`src/rtl/max_finder_pkg.sv`:
```
// Shared types and helpers for the frame collector and its argmax tree.
package max_finder_pkg;

  typedef enum logic {
    FILL   = 1'b0,
    RESULT = 1'b1
  } state_t;

  function automatic int calc_index_width(input int n);
    return (n == 1) ? 1 : $clog2(n);
  endfunction

endpackage

```
`src/rtl/max_finder.sv`:
```
// Combinational argmax over N unsigned values; a balanced compare tree where
// the lower index wins every tie.
module max_finder
  import max_finder_pkg::*;
#(
  parameter int VALUE_WIDTH = 8,
  parameter int N           = 8,
  parameter int INDEX_WIDTH = calc_index_width(N)
) (
  input  logic [VALUE_WIDTH-1:0] i_data [N],
  output logic [INDEX_WIDTH-1:0] o_index
);

  // Leaves padded to a power of two; padded leaves never win a compare.
  localparam int P = (N == 1) ? 1 : (1 << $clog2(N));

  logic [VALUE_WIDTH-1:0] w_val [1:2*P-1];
  logic [INDEX_WIDTH-1:0] w_idx [1:2*P-1];
  logic                   w_vld [1:2*P-1];

  genvar gi;
  generate
    for (gi = 0; gi < P; gi++) begin : g_leaf
      if (gi < N) begin : g_real
        assign w_val[P+gi] = i_data[gi];
        assign w_idx[P+gi] = INDEX_WIDTH'(gi);
        assign w_vld[P+gi] = 1'b1;
      end else begin : g_pad
        assign w_val[P+gi] = '0;
        assign w_idx[P+gi] = '0;
        assign w_vld[P+gi] = 1'b0;
      end
    end

    // Heap layout: node k merges children 2k (lower indices) and 2k+1.
    for (gi = 1; gi < P; gi++) begin : g_node
      logic w_take_right;
      assign w_take_right = w_vld[2*gi+1] &&
                            (!w_vld[2*gi] || (w_val[2*gi+1] > w_val[2*gi]));
      assign w_val[gi] = w_take_right ? w_val[2*gi+1] : w_val[2*gi];
      assign w_idx[gi] = w_take_right ? w_idx[2*gi+1] : w_idx[2*gi];
      assign w_vld[gi] = w_vld[2*gi] | w_vld[2*gi+1];
    end
  endgenerate

  assign o_index = w_idx[1];

endmodule

```
`src/rtl/max_frame_collector.sv`:
```
// Packs N handshaked samples into a frame and returns the frame's argmax
// (index and value) as one registered result beat.
module max_frame_collector
  import max_finder_pkg::*;
#(
  parameter int VALUE_WIDTH = 8,
  parameter int N           = 8,
  parameter int INDEX_WIDTH = calc_index_width(N)
) (
  input  logic                   i_clk,
  input  logic                   i_rst,
  input  logic                   i_clear,
  input  logic                   i_valid,
  output logic                   o_ready,
  input  logic [VALUE_WIDTH-1:0] i_value,
  output logic                   o_valid,
  input  logic                   i_ready,
  output logic [INDEX_WIDTH-1:0] o_index,
  output logic [VALUE_WIDTH-1:0] o_value
);

  state_t                 r_state;
  state_t                 w_state_next;
  logic [INDEX_WIDTH-1:0] r_count;
  logic [INDEX_WIDTH-1:0] r_index;
  logic [VALUE_WIDTH-1:0] r_value;
  logic [VALUE_WIDTH-1:0] r_buffer [N];
  logic [VALUE_WIDTH-1:0] w_frame  [N];
  logic [INDEX_WIDTH-1:0] w_max_idx;
  logic                   w_accept;
  logic                   w_last;
  logic                   w_result_taken;

  // Handshake outputs see only state and rst/clear, so a cleared result
  // can never look like a completed handshake to the consumer.
  assign o_ready        = (r_state == FILL)   && !i_rst && !i_clear;
  assign o_valid        = (r_state == RESULT) && !i_rst && !i_clear;
  assign w_accept       = i_valid && o_ready;
  assign w_last         = (r_count == INDEX_WIDTH'(N - 1));
  assign w_result_taken = o_valid && i_ready;

  genvar gi;
  generate
    for (gi = 0; gi < N; gi++) begin : g_frame
      if (gi == N - 1) begin : g_live
        assign w_frame[gi] = i_value;
      end else begin : g_stored
        assign w_frame[gi] = r_buffer[gi];
      end
    end
  endgenerate

  max_finder #(
    .VALUE_WIDTH (VALUE_WIDTH),
    .N           (N),
    .INDEX_WIDTH (INDEX_WIDTH)
  ) u_max_finder (
    .i_data  (w_frame),
    .o_index (w_max_idx)
  );

  always_comb begin
    w_state_next = r_state;
    case (r_state)
      FILL:    if (w_accept && w_last) w_state_next = RESULT;
      RESULT:  if (w_result_taken)     w_state_next = FILL;
      default: w_state_next = FILL;
    endcase
  end

  always_ff @(posedge i_clk) begin
    if (i_rst || i_clear) begin
      r_state <= FILL;
    end else begin
      r_state <= w_state_next;
    end
  end

  always_ff @(posedge i_clk) begin
    if (i_rst) begin
      r_count <= '0;
      r_index <= '0;
      r_value <= '0;
    end else if (i_clear) begin
      r_count <= '0;
    end else if (w_accept) begin
      if (w_last) begin
        r_count <= '0;
        r_index <= w_max_idx;
        r_value <= w_frame[w_max_idx];
      end else begin
        r_count <= r_count + 1'b1;
      end
    end
  end

  always_ff @(posedge i_clk) begin
    if (w_accept) begin
      r_buffer[r_count] <= i_value;
    end
  end

  assign o_index = r_index;
  assign o_value = r_value;

endmodule

```
`config.mk`:
```
export PLATFORM = sky130hd
export DESIGN_NAME = max_frame_collector
export DESIGN_NICKNAME = d
export VERILOG_FILES = /design/src/rtl/max_finder_pkg.sv /design/src/rtl/max_finder.sv /design/src/rtl/max_frame_collector.sv
export SDC_FILE = /design/constraint.sdc
export NUM_CORES = 1
export LEC_CHECK = 0
export CORE_MARGIN = 2
export CORE_UTILIZATION = 54
export DETAILED_ROUTE_END_ITERATION = 12
export DONT_BUFFER_PORTS = 1
export PLACE_DENSITY = 0.69
export SETUP_SLACK_MARGIN = 0.15
export SYNTH_ARGS = -nofsm -noshare
export SYNTH_HDL_FRONTEND = slang
export SYNTH_SLANG_ARGS = --single-unit
```
`constraint.sdc`:
```
create_clock -name i_clk -period 5.7 [get_ports i_clk]
set_input_delay 0.57 -clock i_clk [delete_from_list [all_inputs] [get_ports i_clk]]
set_output_delay 0.57 -clock i_clk [all_outputs]
set_load 0.03 [all_outputs]
```
# == Word level (Yosys, flattened, before mapping) ==
# Memories as Yosys holds them, arrays and structs flattened.
# Index checks and enable logic that the tools add are counted.
# word_totals
n_memories,1
ff_bits,15
wordCells,52
ramBits,64
input_bits,13
# op_classes
muxes,22
n_reduce_logical,12
n_bitwise,3
magnitude_cmp,8
eq_ne,1
add_sub_neg,1
# mem_list
name,words,width,rd,rd_clocked_by_memory_dff,write_ports,line,text
r_buffer,8,8,7,0,1,max_frame_collector.sv:27,logic [VALUE_WIDTH-1:0] r_buffer [N];
# ops
operator,count
8-bit 2-to-1 mux,8
8-bit > comparator,7
8-bit binary-select mux with 3-bit select,1
3-bit 2-to-1 mux,4
1-bit 2-to-1 mux,8
1-bit logical AND,7
"4-bit >= comparator, second input constant",1
3-bit inverter with 4-bit output,1
"3-bit by 1-bit adder with 3-bit output, second input constant",1
"3-bit == test, second input constant",1
3-bit AND reduction,1
1-bit logical NOT,2
1-bit inverter,2
1-bit one-hot mux with 2 select lines,1
2-bit OR reduction,1
1-bit logical OR,1

# == Longest topological paths before layout ==
# An unclocked memory read counts as a cell.
# logic_depth
ltp_word,11
ltp_mapped,27

# == Hierarchy ==
# Synthesis repeated with hierarchy kept, for this count alone.
# hier_totals
cells_unflattened,419
area_unflattened_um2,4803.4
# by_module_without_submodules
module,cells_per_inst,n_inst,seq_area_each_um2,area_per_inst_um2
max_frame_collector,180,1,1981.9,2850.2
max_finder,239,1,0.0,1953.1

# == Least setup slack after synthesis ==
# Ideal clock, no wire load.
# synth_path
path_kind,input to register
start,input i_value[3]
end,register r_value[0] (netlist: o_value[0])
arrival_ns,4.925
path_slack_ns,0.658
path_buffers,3
t_required_ns,5.583
cell_stages,23
cell_sequence,ha_1 -> nand2_1 -> o21a_1 -> buf_6 -> o31a_1 -> buf_6 -> a222oi_1 -> inv_1 -> ha_1 -> nor2b_1 -> o211ai_1 -> a21oi_1 -> o32a_1 -> clkbuf_1 -> mux2i_1 -> ha_1 -> nor2b_1 -> o211ai_1 -> a21oi_1 -> o21ba_2 -> nor2_1 -> a221oi_1 -> a22o_1
# synth_via
elab_chain_cells,10
word_cells_on_any_way,12
classes_between,order compare: 3; mux: 8; bitwise: 1
# synth_lines
element,line,text
"start, declared",max_frame_collector.sv:15,"input logic [VALUE_WIDTH-1:0] i_value,"
8-bit > comparator,max_finder.sv:39,(!w_vld[2*gi] || (w_val[2*gi+1] > w_val[2*gi]));
8-bit 2-to-1 mux,max_finder.sv:40,assign w_val[gi] = w_take_right ? w_val[2*gi+1] : w_val[2*gi];
8-bit > comparator,max_finder.sv:39,
8-bit 2-to-1 mux,max_finder.sv:40,
8-bit > comparator,max_finder.sv:39,
3-bit 2-to-1 mux *,max_finder.sv:41,assign w_idx[gi] = w_take_right ? w_idx[2*gi+1] : w_idx[2*gi];
3-bit inverter with 4-bit output (not written as such) *,max_frame_collector.sv:90,r_value <= w_frame[w_max_idx];
8-bit binary-select mux with 3-bit select *,max_frame_collector.sv:90,
8-bit 2-to-1 mux (not written as such) * (2 in a row),max_frame_collector.sv:90,
"end signal, assigned",max_frame_collector.sv:90,
"end, declared",max_frame_collector.sv:26,logic [VALUE_WIDTH-1:0] r_value;
# Every way passes the cells marked *; elsewhere a longest branch is shown, timed or not. The select of a mux whose other input is x is not followed.
# A chain may end at the register's enable or synchronous reset.

==> flow_summary.json <==
{
  "seq_power_share_pct": 51.8,
  "synth_top_family_by_area": "compound AO/OA/AOI/OAI gates",
  "cellPowerDensity_nw_per_um2": 218,
  "clock_tree.root_cell": "sky130_fd_sc_hd__clkbuf_8",
  "post_synth_xor_area_fraction_pct": 0,
  "end_of_flow_core_utilization_pct": 60.9,
  "average_vias_per_placed_instance": 6.34,
  "share_comb_of_total_power_pct": 10.3,
  "vdd_ir_drop_max_mv": 0.234,
  "run_status": "completed",
  "fin_crit_ns": 5.27,
  "nFillCells": 661,
  "power.share.switching_pct": 25.3,
  "fp.coreArea_um2": 8180,
  "grt_usage_pct": 26.5,
  "grt_overflow_total": 0,
  "design_area_um2": 4980,
  "timing.final.crit_share_pct": 92.5,
  "p_leak_nw": 2.13,
  "power.share.clock_pct": 37.9,
  "worstHoldPathType": "input pin to flop",
  "multiplexer_share_of_the_synthesized_area_pct": 5.52,
  "diodes": 0,
  "clock_insertion_delay_worst_skew_ns": 0.36,
  "ys_seq_elements": 71,
  "worst-setup-path-type": "flop to flop",
  "die_x_extent_um": 95.6,
  "postPlaceCellArea_um2": 4750,
  "switchingPower_mw": 0.274,
  "cts_max_level": 3,
  "tritoncts_num_sinks": 71,
  "relSlewSlack_pct": 49.1,
  "critical-path-slowest-cell": "sky130_fd_sc_hd__a222oi_1",
  "achievable-frequency_ghz": 0.190,
  "detailedRoute.firstIterationViolations": 399,
  "synth-edff-count": 56,
  "cp_launch_type": "flop",
  "grt_pass1_vias": 3411,
  "postRouteAntennaNets": 0,
  "setup.worst_path.end_class": "flop",
  "average_size_of_a_mapped_cell_um2": 10.3,
  "fin_cells": 574,
  "total_power_mw": 1.08,
  "ordered_list_of_cells_on_the_worst_path": "inv_1, ha_1, nand2_1, nor2_1, a211oi_1, a21oi_1, a222oi_1, buf_4, inv_1, ha_1, a21oi_1, a21oi_1, o32a_2, mux2i_1, ha_1, nand2_1, o21ai_0, o21ba_2, and2_1, a22oi_1, a31o_1",
  "final_nets": 535,
  "worst-endpoint-arrival_ns": 5.52,
  "cts_tree": "yes",
  "ff_latch_area_um2": 1980,
  "placement_rows": 33,
  "worst_ep_required_time_ns": 5.95,
  "r2r.worst_path.cells": 21,
  "cp_max_fo": 13,
  "grt_max_degree": 20,
  "ys_async_sr_fraction_pct": 0,
  "cts_hold_repair.buffers": 0,
  "max_slew.worst_pin.slew_ns": 0.760,
  "post_route_cells_drive_above_1_share_pct": 9.38,
  "synth_compound_area_share_pct": 18.7,
  "clock_path_buffers": 2,
  "min_path_cells": 1,
  "syn2layout_area_growth_pct": 9.86,
  "critical-path-max-stage-delay_ns": 0.58,
  "totalNegativeSetupSlack_ns": 0,
  "multiInputGateArea_um2": 2300,
  "die_y_um": 95.6,
  "cts_made_buffers": 9,
  "numPlacedInstances": 555,
  "synthTopCellsByArea": "sky130_fd_sc_hd__edfxtp_1, sky130_fd_sc_hd__ha_1, sky130_fd_sc_hd__dfxtp_1, sky130_fd_sc_hd__mux2i_1, sky130_fd_sc_hd__inv_1",
  "drt_drc_violations_left": 0,
  "antenna_found_initial": 0,
  "cts.clk_slew.worst_paths_ns": 0.09,
  "num_vias": 3638,
  "maxCapViolCount": 0,
  "synthesis.instances": 442,
  "netlist-cell-type-count": 41,
  "simple_gate_area_share_of_the_yosys_netlist_pct": 10.3,
  "drt_wirelength_um": 11200,
  "initial_core_util_pct": 55.4,
  "cellInternalPower_mw": 0.810,
  "dieArea_um2": 9140,
  "setup_viol": 0,
  "placement.io_buffers": 0,
  "yosysTopAreaCellShare_pct": 37.1,
  "finClkSkew_ns": 0.0119,
  "final_report_hold_violation_count": 0,
  "synthMostInstantiatedCell": "sky130_fd_sc_hd__ha_1",
  "grt_first_pass_wirelength_um": 17800,
  "post_synth_adder_cell_area_pct": 16.0,
  "grt_setup_unrepaired": "no",
  "synth_common_cells": "sky130_fd_sc_hd__ha_1, sky130_fd_sc_hd__edfxtp_1, sky130_fd_sc_hd__inv_1",
  "synth.cell_area_um2": 4530,
  "length_of_the_first_detailed_routing_pass_in_iterations": 8,
  "design.portCount": 26,
  "syn_nets": 513,
  "drv_slew": 0,
  "place_congestion": 1.00,
  "yosys_warnings": 0,
  "yosys.area.top_type": "sky130_fd_sc_hd__edfxtp_1",
  "sequential_cell_area_fraction_in_the_yosys_report_pct": 43.7,
  "wl_per_instance_um": 19.5,
  "hpwlAfterDp_um": 8480,
  "yosys_most_used_dff": "sky130_fd_sc_hd__edfxtp_1"
}
kinds of logic after synthesis:
| family | Yosys count |
|---|---|
| flip-flops | 71 |
| multiplexers | 25 |
| buffers and inverters | 64 |
| AND/OR/NAND/NOR | 101 |
| AO/OA/AOI/OAI | 123 |
| adder cells (fa/ha/maj) | 58 |
power groups by stage:
stage               logic [mW]  clock network, mW  registers, mW
finish                   0.112              0.411          0.561
detailed placement       0.107                  0          0.573
CTS                      0.107              0.413          0.561
global route             0.124              0.436          0.561
global placement         0.105                  0          0.573
floorplan               0.0782                  0          0.572
layout by cell type (no fill, tap or decap), types with 9 or more instances in the layout:
| master | instances |
|---|---|
| sky130_fd_sc_hd__a21oi_1 | 31 |
| sky130_fd_sc_hd__a222oi_1 | 16 |
| sky130_fd_sc_hd__buf_4 | 24 |
| sky130_fd_sc_hd__clkbuf_8 | 9 |
| sky130_fd_sc_hd__dfxtp_1 | 15 |
| sky130_fd_sc_hd__edfxtp_1 | 56 |
| sky130_fd_sc_hd__ha_1 | 58 |
| sky130_fd_sc_hd__inv_1 | 51 |
| sky130_fd_sc_hd__mux2i_1 | 25 |
| sky130_fd_sc_hd__nand2_1 | 45 |
| sky130_fd_sc_hd__nand4_1 | 12 |
| sky130_fd_sc_hd__nor2_1 | 17 |
| sky130_fd_sc_hd__o21ai_0 | 16 |
| sky130_fd_sc_hd__o22ai_1 | 15 |
final timing paths:
kind / start / end / slack (ns)
worst max-delay path: r_buffer[6][7]$_DFFE_PP_ / o_value[7]$_SDFFE_PP0P_ / 0.43
worst min-delay path: i_rst / o_index[2]$_SDFFE_PP0P_ / 0.27
worst max register to register: r_buffer[6][7]$_DFFE_PP_ / o_value[7]$_SDFFE_PP0P_ / 0.43
worst min register to register: r_state$_SDFF_PP0_ / r_state$_SDFF_PP0_ / 0.50
registers in the layout, summed over array words and instances, names as in the netlist:
register / cells
o_value: 8
o_index: 3
r_count: 3
r_buffer: 56
r_state: 1
worst max-delay path, delay by kind of cell (launching register included):
family          cells  cell delay (ns)
simple gates        4             0.66
compound gates     10             2.66
buf+inv             3             0.38
mux                 1             0.17
fa+ha+maj           3             0.91
flops               1             0.40
what timing repair did:
item | 4_1_cts | 5_1_grt
setup endpoints to repair | 0 | 8
setup buffers | 0 | 3
resized for setup | 0 | 2
hold endpoints to repair | 0 | 0
stage by stage:
step | worst slack (ns) | hold WS, ns
after floorplan | 0.658 | 0.458
after global placement | 0.440 | 0.470
after detailed placement | 0.409 | 0.488
after CTS | 0.556 | 0.261
after global routing | 0.152 | 0.251
final | 0.428 | 0.271
routing by layer:
layer	vias up	track usage [%]	share of wire, %
met5	-	0	0
met4	0	9.88	2.1
met2	184	40.7	45
li1	1730	-	-
met3	28	5.53	7.8
met1	1696	36.9	45
area by class of cell:
| cell class | count | share of cell area (%) |
|---|---|---|
| well taps | 105 | 2.64 |
| multi-input cells | 307 | 46.1 |
| repair buffers | 24 | 3.62 |
| flip-flops and latches | 71 | 39.8 |
| clock inverters | 6 | 1.38 |
| inverters | 51 | 3.85 |
| clock buffers | 10 | 2.56 |
Note: power is estimated with default switching activity, not from simulation.
